==> config.mk <==
export PLATFORM = sky130hd
export DESIGN_NAME = apb_csr_bridge
export DESIGN_NICKNAME = d
export VERILOG_FILES = /design/src/rtl/apb_csr_bridge.sv
export SDC_FILE = /design/constraint.sdc
export NUM_CORES = 1
export LEC_CHECK = 0
export ABC_AREA = 1
export BUFFER_PORTS_ARGS = -buffer_cell sky130_fd_sc_hd__clkbuf_2
export CAP_MARGIN = 20
export CORE_ASPECT_RATIO = 0.8
export CORE_MARGIN = 3
export CORE_UTILIZATION = 46
export CTS_CLUSTER_SIZE = 10
export DETAILED_ROUTE_END_ITERATION = 16
export GPL_TIMING_DRIVEN = 0
export PLACE_DENSITY = 0.79
export SLEW_MARGIN = 30
export SYNTH_ARGS = -nofsm -noshare
export SYNTH_HDL_FRONTEND = slang
export SYNTH_SLANG_ARGS = --single-unit
==> constraint.sdc <==
create_clock -name i_clk -period 2.7 [get_ports i_clk]
set_clock_uncertainty 0.1 [all_clocks]
set_input_delay 0.135 -clock i_clk [delete_from_list [all_inputs] [get_ports i_clk]]
set_output_delay 0.135 -clock i_clk [all_outputs]
set_load 0.05 [all_outputs]
==> src/rtl/apb_csr_bridge.sv <==
// APB3 slave front-end that turns APB transfers into one-cycle CSR register-file strobes.
// Optional macro APB_CSR_SLVERR_EN enables address checking with PSLVERR responses.
module apb_csr_bridge #(
  parameter int DATA_W   = 8,
  parameter int REG_AW   = 3,
  parameter int PADDR_W  = 8,
  parameter int NUM_REGS = 8
) (
  input  logic               i_clk,
  input  logic               i_rst,
  input  logic               i_psel,
  input  logic               i_penable,
  input  logic               i_pwrite,
  input  logic [PADDR_W-1:0] i_paddr,
  input  logic [DATA_W-1:0]  i_pwdata,
  output logic [DATA_W-1:0]  o_prdata,
  output logic               o_pready,
  output logic               o_pslverr,
  output logic               o_wr_en,
  output logic               o_rd_en,
  output logic [REG_AW-1:0]  o_wrAddr,
  output logic [DATA_W-1:0]  o_wrData,
  input  logic [DATA_W-1:0]  i_rdData
);

`ifdef APB_CSR_SLVERR_EN
  typedef enum logic [2:0] {
    S_IDLE, S_WR_ACC, S_RD_REQ, S_RD_ACC, S_ERR_ACC
  } state_t;
`else
  typedef enum logic [2:0] {
    S_IDLE, S_WR_ACC, S_RD_REQ, S_RD_ACC
  } state_t;
`endif

  localparam bit CfgOk = (PADDR_W >= REG_AW + 2) && (NUM_REGS <= (2 ** REG_AW));

  state_t              r_state;
  state_t              w_state_nxt;
  logic [DATA_W-1:0]   r_prdata;
  logic [DATA_W-1:0]   w_prdata_nxt;
  logic                r_pready;
  logic                w_pready_nxt;
  logic                r_wr_en;
  logic                w_wr_en_nxt;
  logic                r_rd_en;
  logic                w_rd_en_nxt;
  logic [REG_AW-1:0]   r_wrAddr;
  logic [REG_AW-1:0]   w_wrAddr_nxt;
  logic [DATA_W-1:0]   r_wrData;
  logic [DATA_W-1:0]   w_wrData_nxt;
  logic                w_setup;
  logic                w_done;
  logic                w_unused;

  assign w_setup  = i_psel & ~i_penable;
  assign w_done   = i_psel & i_penable & r_pready;
  // Without address checking only the index bits matter; the rest are deliberately ignored.
  assign w_unused = ^{i_paddr, CfgOk};

`ifdef APB_CSR_SLVERR_EN
  logic r_pslverr;
  logic w_pslverr_nxt;
  logic w_illegal;

  function automatic logic addr_illegal(input logic [PADDR_W-1:0] a);
    logic bad;
    bad = (a[1:0] != 2'b00);
    if (int'(a[REG_AW+1:2]) >= NUM_REGS) bad = 1'b1;
    for (int b = REG_AW + 2; b < PADDR_W; b++) begin
      if (a[b]) bad = 1'b1;
    end
    return bad;
  endfunction

  assign w_illegal = addr_illegal(i_paddr);
  assign o_pslverr = r_pslverr;
`else
  assign o_pslverr = 1'b0;
`endif

  always_ff @(posedge i_clk or posedge i_rst) begin
    if (i_rst) begin
      r_state <= S_IDLE;
    end else begin
      r_state <= w_state_nxt;
    end
  end

  always_comb begin
    w_state_nxt  = r_state;
    w_prdata_nxt = r_prdata;
    w_pready_nxt = r_pready;
    w_wr_en_nxt  = 1'b0;
    w_rd_en_nxt  = 1'b0;
    w_wrAddr_nxt = r_wrAddr;
    w_wrData_nxt = r_wrData;
`ifdef APB_CSR_SLVERR_EN
    w_pslverr_nxt = r_pslverr;
`endif
    case (r_state)
      S_IDLE: begin
        w_pready_nxt = 1'b0;
`ifdef APB_CSR_SLVERR_EN
        w_pslverr_nxt = 1'b0;
`endif
        // PENABLE without a preceding setup phase falls through here and is ignored.
        if (w_setup) begin
          w_wrAddr_nxt = i_paddr[REG_AW+1:2];
          w_wrData_nxt = i_pwdata;
`ifdef APB_CSR_SLVERR_EN
          if (w_illegal) begin
            w_state_nxt   = S_ERR_ACC;
            w_pready_nxt  = 1'b1;
            w_pslverr_nxt = 1'b1;
            w_prdata_nxt  = '0;
          end else
`endif
          if (i_pwrite) begin
            w_state_nxt  = S_WR_ACC;
            w_wr_en_nxt  = 1'b1;
            w_pready_nxt = 1'b1;
          end else begin
            w_state_nxt = S_RD_REQ;
            w_rd_en_nxt = 1'b1;
          end
        end
      end
      S_WR_ACC: begin
        if (!i_psel || w_done) begin
          w_state_nxt  = S_IDLE;
          w_pready_nxt = 1'b0;
        end
      end
      S_RD_REQ: begin
        // Read data is only valid alongside the strobe, so it is captured here, once.
        if (!i_psel) begin
          w_state_nxt  = S_IDLE;
          w_pready_nxt = 1'b0;
        end else begin
          w_state_nxt  = S_RD_ACC;
          w_prdata_nxt = i_rdData;
          w_pready_nxt = 1'b1;
        end
      end
      S_RD_ACC: begin
        if (!i_psel || w_done) begin
          w_state_nxt  = S_IDLE;
          w_pready_nxt = 1'b0;
        end
      end
`ifdef APB_CSR_SLVERR_EN
      S_ERR_ACC: begin
        if (!i_psel || w_done) begin
          w_state_nxt   = S_IDLE;
          w_pready_nxt  = 1'b0;
          w_pslverr_nxt = 1'b0;
        end
      end
`endif
      default: begin
        w_state_nxt  = S_IDLE;
        w_pready_nxt = 1'b0;
`ifdef APB_CSR_SLVERR_EN
        w_pslverr_nxt = 1'b0;
`endif
      end
    endcase
  end

  always_ff @(posedge i_clk or posedge i_rst) begin
    if (i_rst) begin
      r_prdata <= '0;
      r_pready <= 1'b0;
      r_wr_en  <= 1'b0;
      r_rd_en  <= 1'b0;
      r_wrAddr <= '0;
      r_wrData <= '0;
    end else begin
      r_prdata <= w_prdata_nxt;
      r_pready <= w_pready_nxt;
      r_wr_en  <= w_wr_en_nxt;
      r_rd_en  <= w_rd_en_nxt;
      r_wrAddr <= w_wrAddr_nxt;
      r_wrData <= w_wrData_nxt;
    end
  end

`ifdef APB_CSR_SLVERR_EN
  always_ff @(posedge i_clk or posedge i_rst) begin
    if (i_rst) begin
      r_pslverr <= 1'b0;
    end else begin
      r_pslverr <= w_pslverr_nxt;
    end
  end
`endif

  assign o_prdata = r_prdata;
  assign o_pready = r_pready;
  assign o_wr_en  = r_wr_en;
  assign o_rd_en  = r_rd_en;
  assign o_wrAddr = r_wrAddr;
  assign o_wrData = r_wrData;

endmodule

Yosys cells after proc, flatten, opt, wreduce, memory -nomap -nowiden
Cells that the tools add are included.
Storage, ports and cells
  logic and storage cells: 37
  bits in registers: 25
  bits of input ports: 29
Operators by class
  muxes and demuxes: 14
  bitwise operators: 4
  reduce and logical (&&, ||, !) cells: 7
  eq/ne operators: 5
Operator list (count)
  $pmux 3 s3: 1
  $mux 1: 8
  $eq 3x2->1 const B: 2
  $mux 3: 2
  $reduce_and 2->1: 3
  $mux 2: 2
  $and 1x1->1: 3
  $eq 3x1->1 const B: 1
  $logic_not 3->1: 1
  $pmux 1 s3: 1
  $ne 2x1->1 const B: 1
  $ne 2x2->1 const B: 1
  $reduce_or 2->1: 1
  $logic_not 1->1: 1
  $logic_or 1x1->1: 1
  $not 1->1: 1

Logic depth before layout (Yosys ltp)
Gate-level depths: netlist of the first run.
  depth after elaboration: 5
  depth in mapped cells: 7
  depth with buffers taken out: 6

Least setup slack after synthesis of the first run
No wires, ideal clock.
  path kind: flip-flop to flip-flop
  start point: reg r_state[0]
  end point: reg r_wrAddr[0] (netlist: o_wrAddr[0])
  data arrival time: 978 ps
  cell stages (with the launch flop): 8
  library setup time: 119 ps
  clock period less this slack: 1198 ps
  slack: 1502 ps
  cell sequence: dfrtp_1 -> nor2_2 -> inv_2 -> nor2_4 -> inv_2 -> buf_6 -> nand2_1 -> nand2_1
On the way
  cells in the longest elaborated chain, start to end: 2
Ends and longest elaborated chain
  from (decl): line 38  | state_t r_state;
  from (signal assigned): line 86  | r_state <= w_state_nxt;
  $logic_not 3->1: line 101  | case (r_state)
  $reduce_and 2->1 (no line)
  to (signal assigned): line 184  | r_wrAddr <= w_wrAddr_nxt;
  to (decl): line 48  | logic [REG_AW-1:0] r_wrAddr;
No other way between the ends.
A chain may end at the register's enable or synchronous reset.

Worst setup path after layout of the first run
  start point: reg r_state[0]
  end point: reg r_wrData[5] (netlist: o_wrData[5])
On the way
  cells in the longest elaborated chain, start to end: 2
Ends and longest elaborated chain
  $logic_not 3->1: line 101
  $reduce_and 2->1 (no line)
  to (signal assigned): line 185  | r_wrData <= w_wrData_nxt;
  to (decl): line 50  | logic [DATA_W-1:0] r_wrData;
No other way between the ends.

==> results of run 1 <==
## worst max-delay path by stage
| stage | to | slack (ns) |
|---|---|---|
| finish | o_wrData[5] | 1.35 |
| CTS | o_wrData[4] | 1.37 |
| global placement | o_wrData[4] | 1.46 |
| detailed placement | o_wrData[4] | 1.41 |
| floorplan | o_wrAddr[0] | 1.50 |
| global route | o_wrData[5] | 1.27 |
## stage by stage
stage	power (mW)	cells	hold slack, ns
2_1_floorplan	1.30	110	0.0496
3_3_place_gp	1.50	179	0.222
3_5_place_dp	1.53	179	0.240
4_1_cts	1.74	204	0.0395
5_1_grt	1.82	204	0.0364
6_report	1.73	204	0.0424
## kinds of logic (layout without fill, tap and decap cells)
group	Yosys count	after routing	share of synthesized area (%)
AOI/OAI and AO/OA	8	8	4.07
buffers and inverters	19	89	9.53
and+or+nand+nor	58	58	25.0
DFF	24	24	61.0
other	1	1	0.381
## area by class of cell
class | count | share of cell area [%]
inverter | 15 | 3.79
buffer | 4 | 2.53
clock buffer | 4 | 2.44
multi-input combinational | 67 | 19.5
sequential | 24 | 40.4
timing repair buffer | 66 | 29.3
tap | 24 | 2.02
## sequential cells by signal, summed over array words and instances, names as in the netlist
signal / count
o_prdata: 8
o_wrData: 8
o_wrAddr: 3
r_state: 2
o_pready: 1
o_rd_en: 1
o_wr_en: 1
## cells in the final DEF (no fill, tap or decap)
cell type,instances
clkbuf_2,45
conb_1,1
nand3_2,1
clkinv_1,1
o21ai_0,8
dlygate4sd3_1,21
nor2_2,1
nor2_4,1
buf_4,2
nand3_1,4
inv_1,12
buf_6,2
inv_2,2
dfrtp_1,24
nand2_1,47
clkbuf_8,1
nand2_2,1
nand4_1,2
nor2_1,1
clkbuf_4,3
## report_power, final
group / switching [mW] / internal [mW] / leakage [nW]
clock: 0.103 / 0.0824 / 0.0210
sequential: 0.0938 / 0.510 / 0.304
combinational: 0.720 / 0.217 / 0.548
total: 0.917 / 0.810 / 0.873
## worst max-delay path: cells and delay by family (launching register included)
kind,cells,cell delay [ns]
AND/OR/NAND/NOR,4,0.42
buffers and inverters,3,0.26
flip-flops,1,0.45
## per-layer routing
metal	up-vias	GRT usage, %	wire [µm]
met5	-	0	0
met1	428	23.4	983
li1	473	-	-
met4	0	2.78	19
met3	2	4.12	101
met2	29	36.0	1360
==> impl_metrics.tcl, run 1 <==
set metrics [dict create \
    status "completed" \
    setup_ws_ns 1.35 \
    maxCapViolCount 0 \
    r2r_start "r_state[0]" \
    fill_cells 130 \
    synth_area_um2 985 \
    cts.sinks 24 \
    std_cell_rows 14 \
    drive_gt1_share_pct 32.8 \
    drc 0 \
    fp.coreArea_um2 1940 \
    worst_ep_arrival_time_ns 1.46 \
    p_per_area_nw_per_um2 1160 \
    yosys.area.top_type "dfrtp_1" \
    utilization_pct 76.4 \
    post_cts_buffers 0 \
    synth.most_common_cell "nand2_1" \
    netlist_top_cells_area "dfrtp_1, nand2_1, inv_1, o21ai_0, buf_6" \
    htreeDepth 1 \
    crit_chain "nor2_2 -> inv_2 -> nor2_4 -> inv_2 -> buf_6 -> nand2_1 -> nand2_1" \
    nNetsFinal 210 \
    fmax_mhz 743 \
    worst_path_max_delay_cell "dfrtp_1" \
    cp.required_ns 2.81 \
    synthArstFlopShare_pct 100 \
    critPathLaunchType "register" \
    setup_tns_ns 0 \
    area_growth_pct 51.0 \
    clk_path_buf_depth 2 \
    hold_path_depth 3 \
    syn_area_per_cell_um2 8.95 \
    seqCellArea_um2 601 \
    start_util_pct 50.6 \
    synth_cell_types 15 \
    worstSetupEndpointType "register" \
    rsz0062_at_grt "false" \
    place_congestion 0.663 \
    die_w_um 57.7 \
    synthFlopType "dfrtp_1" \
    slew_headroom_pct 44.6 \
    ctsHoldBuffers 21 \
    cts_root_buffer "clkbuf_4" \
    worstMarginPinSlew_ns 0.826 \
    dr.pass1.iters 4 \
    ant_nets 0 \
    clock_latency_ns 0.31 \
    antenna_found_initial 0 \
    pre_cts_slack_ns 1.41 \
    path_max_fanout 10 \
    grt_pass1_vias 888 \
    overflow 0 \
    grt_max_degree 25 \
    wirelength_mm 2.46 \
    r2r_cells 7 \
    finalHoldViolations 0 \
    crit_type "reg -> reg" \
    p_leak_nw 0.873 \
    ys_ff_latch 24 \
    port_buffers 45 \
    num_vias 932 \
    slowest_delay_ns 0.45 \
    cts_resized 0 \
    num_antenna_cells 0 \
    min-delay-start "i_psel" \
    cp-startpoint "r_state[0]" \
    dieArea_um2 2740 \
    grt.total_usage_pct 19.1 \
    rrSetupSlack_ns 1.35 \
    yosysTopAreaCellShare_pct 61.0 \
    period_share_pct 49.9 \
    placed_area_um2 1240 \
    irDropWorstVdd_mv 0.692 \
    synth_edf_count 0 \
    die_h_um 47.4 \
    avgViaCountPerCell 4.57 \
    final_area_um2 1490 \
    synthTopCellsByCount "nand2_1, dfrtp_1, inv_1, o21ai_0, nand3_1" \
    yosysWarnings 0 \
    min_period_ns 1.35 \
    cts_made_buffers 3 \
    setup_viol 0 \
    clkSlewWorstSetupHoldPaths_ns 0.13 \
    grt_pass1_wl_mm 3.88 \
    ioPinCount 52 \
    cts_tree "built" \
    dp_hpwl_mm 1.64 \
    synth_seq_area_share_pct 61.0 \
    r2r-end "o_wrData[5]" \
    synthCells 110 \
    wl_per_cell_um 12.1 \
    multi_input_area_um2 290 \
    holdCritPathClass "in -> reg" \
    holdPathEnd "r_state[1]" \
    first_iter_violations 29 \
    synth_nets 139 \
    slew_viol_final 0 \
]
Note: power is estimated with default switching activity, not from simulation.
==> run 2, diff against run 1 <==
Settings changed: CORE_UTILIZATION 46 to 43, PLACE_DENSITY 0.79 to 0.74.
Clock period 2.7 ns to 1.3 ns, I/O delays scaled along.
==> impl_metrics.tcl, run 2 (synthesis gave the netlist of run 1 again) <==
set metrics [dict create \
    irDropWorstVdd_mv 1.72 \
    holdCritPathClass "in -> async" \
    overflow 0 \
    cts_made_buffers 3 \
    slew_headroom_pct 44.0 \
    dp_cells 179 \
    fmax_mhz 806 \
    grt_max_degree 25 \
    grt.total_usage_pct 17.3 \
    drc 0 \
    cts_tree "built" \
    status "completed" \
    period_share_pct 95.4 \
    clock_latency_ns 0.31 \
    std_cell_rows 14 \
    r2r_start "r_state[1]" \
    grt_pass1_wl_mm 3.80 \
    wirelength_mm 2.39 \
    min_period_ns 1.24 \
    hold_slack_ns 0.269 \
    p_leak_nw 0.892 \
    num_antenna_cells 0 \
    rsz0062_at_grt "false" \
    avgViaCountPerCell 4.55 \
    fin_cells 208 \
    place_congestion 0.721 \
    clkSlewWorstSetupHoldPaths_ns 0.12 \
    r2r_cells 7 \
    nNetsFinal 214 \
    multi_input_area_um2 308 \
    wl_per_cell_um 11.5 \
    worst_ep_arrival_time_ns 1.35 \
    dieArea_um2 2900 \
    dp_hpwl_mm 1.59 \
    slew_viol_final 0 \
    num_vias 946 \
    p_total_mw 3.69 \
    dr.pass1.iters 3 \
    die_h_um 48.8 \
    ant_nets 0 \
    drive_gt1_share_pct 34.8 \
    first_iter_violations 34 \
    cts.sinks 24 \
    pre_cts_slack_ns -0.00551 \
    clk_path_buf_depth 2 \
    die_w_um 59.5 \
    finalHoldViolations 0 \
    seqCellArea_um2 602 \
    worstMarginPinSlew_ns 0.836 \
    cts_root_buffer "clkbuf_4" \
    maxCapViolCount 0 \
    fp.coreArea_um2 2010 \
    cp-startpoint "r_state[1]" \
    port_buffers 45 \
    crit_type "reg -> reg" \
    rrSetupSlack_ns 0.06 \
    mostFrequentLayoutCells "nand2_1, clkbuf_2, dlygate4sd3_1, dfrtp_1, inv_1" \
    ioPinCount 52 \
    path_max_fanout 10 \
    worstSetupEndpointType "register" \
    p_per_area_nw_per_um2 2390 \
    grt_pass1_vias 888 \
    setup_ws_ns 0.0600 \
    setup_viol 0 \
    area_growth_pct 56.4 \
    fill_cells 141 \
    critPathLaunchType "register" \
    r2r-end "o_wrData[6]" \
    antenna_found_initial 0 \
    cp.required_ns 1.41 \
    htreeDepth 1 \
    start_util_pct 48.9 \
]
run 2: changes by cell type in the layout (fill, tap and decap cells not counted), moves of 2 or more:
cell,before,now
dlygate4sd3_1,21,23
buf_4,2,4
nand2_1,47,45
nand2_2,1,3
run 2: power breakdown:
group          leakage (nW)  internal (mW)  total (mW)  switching [mW]
logic                 0.568          0.514        2.05            1.53
registers             0.302           1.06        1.26           0.197
clock network        0.0210          0.171       0.382           0.211
run 2: metrics by stage:
step	area (µm²)	utilization, %	TNS, ns
2_1_floorplan	985	-	0
3_3_place_gp	1240	61.6	0
3_5_place_dp	1240	61.6	-0.00551
4_1_cts	1510	75.2	0
5_1_grt	1540	76.5	0
6_report	1540	76.5	0
run 2: how the worst max path moves through the flow:
| stage | endpoint | cells past startpoint |
|---|---|---|
| after floorplan | o_wrAddr[0] | 7 |
| after global placement | o_wrAddr[1] | 7 |
| after detailed placement | o_wrData[6] | 7 |
| after CTS | o_wrData[6] | 7 |
| after global routing | o_wrAddr[0] | 7 |
| final | o_wrData[6] | 7 |
run 2: what timing repair did:
item / in CTS / in global routing
gates resized for setup: 0 / 5
setup buffers: 1 / 1
setup endpoints to repair: 8 / 11
cloned: 0 / 0
hold buffers: 23 / 0
hold endpoints to repair: 48 / 0
run 2: critical path: stages, from the launching register on:
cell	delay, ns
dfrtp_2	0.47
nor2_4	0.10
inv_2	0.05
nor2_4	0.11
inv_2	0.07
buf_6	0.14
nand2_1	0.05
nand2_1	0.05
run 2: layout make-up:
type,instances,share of cell area [%]
sequential,24,39.1
timing repair buffer,70,30.5
multi-input combinational,67,20.0
inverter,15,3.66
buffer,4,2.44
clock buffer,4,2.36
tap,24,1.95
run 2: per-layer routing:
layer	wire length, µm	track usage (%)
met5	0	0
met3	98	4.50
met2	1250	29.1
met4	52	7.01
met1	993	20.6
==> run 3, diff against run 2 <==
--- a/config.mk
+++ b/config.mk
@@ -11,3 +11,2 @@
 export CORE_ASPECT_RATIO = 0.8
-export CORE_MARGIN = 3
 export CORE_UTILIZATION = 43
==> constraint.sdc (replaced) <==
create_clock -name i_clk -period 1.3 [get_ports i_clk]
set_clock_uncertainty 0.1 [all_clocks]
set_input_delay 0 -clock i_clk [delete_from_list [all_inputs] [get_ports i_clk]]
set_output_delay 0 -clock i_clk [all_outputs]
set_load 0.05 [all_outputs]
==> impl_metrics.tcl, run 3 (synthesis gave the netlist of run 1 again) <==
set metrics [dict create \
    rrSetupSlack_ns -0.02 \
    setup_viol 6 \
    path_max_fanout 5 \
    setup_tns_ns -0.0690 \
    maxCapViolCount 0 \
    grt_max_degree 25 \
    worst_ep_arrival_time_ns 1.43 \
    placed_area_um2 1240 \
    period_share_pct 102 \
    worst_path_max_delay_cell "dfrtp_1" \
    cts.sinks 24 \
    overflow 0 \
    p_per_area_nw_per_um2 2360 \
    hold_slack_ns 0.177 \
    ant_nets 0 \
    cts_made_buffers 3 \
    final_area_um2 1570 \
    clkSlewWorstSetupHoldPaths_ns 0.13 \
    std_cell_rows 15 \
    rsz0062_at_grt "true" \
    cts_tree "built" \
    crit_chain "nor2_4 -> inv_2 -> nor2_4 -> inv_2 -> buf_6 -> nand2_2 -> nand2_2" \
    worstSetupEndpointType "register" \
    holdCritPathClass "in -> async" \
    htreeDepth 1 \
    clock_power_share_pct 8.4 \
    p_leak_nw 0.908 \
    worstMarginPinSlew_ns 0.819 \
    irDropWorstVdd_mv 1.55 \
    grt_pass1_vias 867 \
    cts_root_buffer "clkbuf_4" \
    crit_type "reg -> reg" \
    die_w_um 55.5 \
    violations "negative setup slack" \
    slew_viol_final 0 \
    fmax_mhz 755 \
    clk_path_buf_depth 2 \
    die_h_um 44.8 \
    cp_top_family "flip-flops" \
    grt_pass1_wl_mm 3.57 \
    layout_commonest_cell "clkbuf_2" \
    fp.coreArea_um2 2160 \
    start_util_pct 45.6 \
    place_congestion 0.753 \
    slowest_delay_ns 0.46 \
    r2r_cells 7 \
    clock_latency_ns 0.31 \
    slew_headroom_pct 45.1 \
    utilization_pct 72.9 \
    critPathLaunchType "register" \
    ioPinCount 52 \
    num_antenna_cells 0 \
    avgViaCountPerCell 4.58 \
    power.internal_mw 1.74 \
    first_iter_violations 12 \
    cp.required_ns 1.41 \
    p_switching_mw 1.98 \
    drive_gt1_share_pct 39.6 \
    status "finished with violations" \
    cp_num_buf_inv 3 \
    setup_ws_ns -0.0238 \
    port_buffers 45 \
    area_growth_pct 59.7 \
    critical_path_cell_count 7 \
    dieArea_um2 2490 \
    power_frac_seq_pct 34.4 \
    wirelength_mm 2.47 \
    drc 0 \
    dp_hpwl_mm 1.43 \
    nNetsFinal 218 \
    wl_per_cell_um 11.7 \
    p_comb_share_pct 57.2 \
    finalHoldViolations 0 \
    antenna_found_initial 0 \
    num_vias 971 \
    mostFrequentLayoutCells "clkbuf_2, nand2_1, dfrtp_1, dlygate4sd3_1, inv_1" \
    min_period_ns 1.32 \
    dr.pass1.iters 4 \
    swShare_pct 53.2 \
    grt.total_usage_pct 18.8 \
]
run 3: worst min-delay path: cells and delay by family:
family                 cells  cell delay [ns]
buffers and inverters      3             1.06
run 3: timing repair:
action	4_1_cts	5_1_grt
hold endpoints to repair	48	0
endpoints found under the setup margin	1	18
cloned	0	1
buffers inserted	1	4
pin swaps	0	4
gates resized for setup	0	13
hold buffers	23	0
run 3: per-layer routing:
metal	share of wire, %	track usage (%)
met5	0	0
met4	0.57	3.00
met3	2.9	5.16
met2	53	34.0
met1	43	23.6
run 3: area by class of cell:
class,count,area [µm²]
repair buffers,74,504
inverters,15,56.3
multi-input cells,67,320
flip-flops and latches,24,601
clock buffers,3,22.5
fillers,172,586
plain buffers,4,37.5
well taps,25,31.3
run 3: power by group through the flow:
stage / sequential, mW / combinational [mW] / clock, mW
detailed placement: 1.26 / 1.90 / 0
global placement: 1.24 / 1.87 / 0
CTS: 1.23 / 1.99 / 0.325
global route: 1.31 / 2.25 / 0.357
floorplan: 2.28 / 0.429 / 0
finish: 1.28 / 2.12 / 0.314
run 3: path summary, 6_finish.rpt:
kind | from | end
worst max-delay path | r_state[1] | o_wrData[7]
worst min-delay path | i_rst | r_state[1]
worst max register to register | r_state[1] | o_wrData[7]
worst min register to register | o_wrData[2] | o_wrData[2]
max in group asynchronous | i_rst | o_prdata[1]
min in group i_clk | i_pwrite | o_rd_en
run 3: through the flow:
stage,power [mW],setup WS [ns],instances
after CTS,3.54,0.0311,207
after detailed placement,3.15,0.0365,180
after floorplan,2.71,0.102,110
after global routing,3.92,-0.0680,212
after global placement,3.11,0.0538,180
final,3.72,-0.0238,212
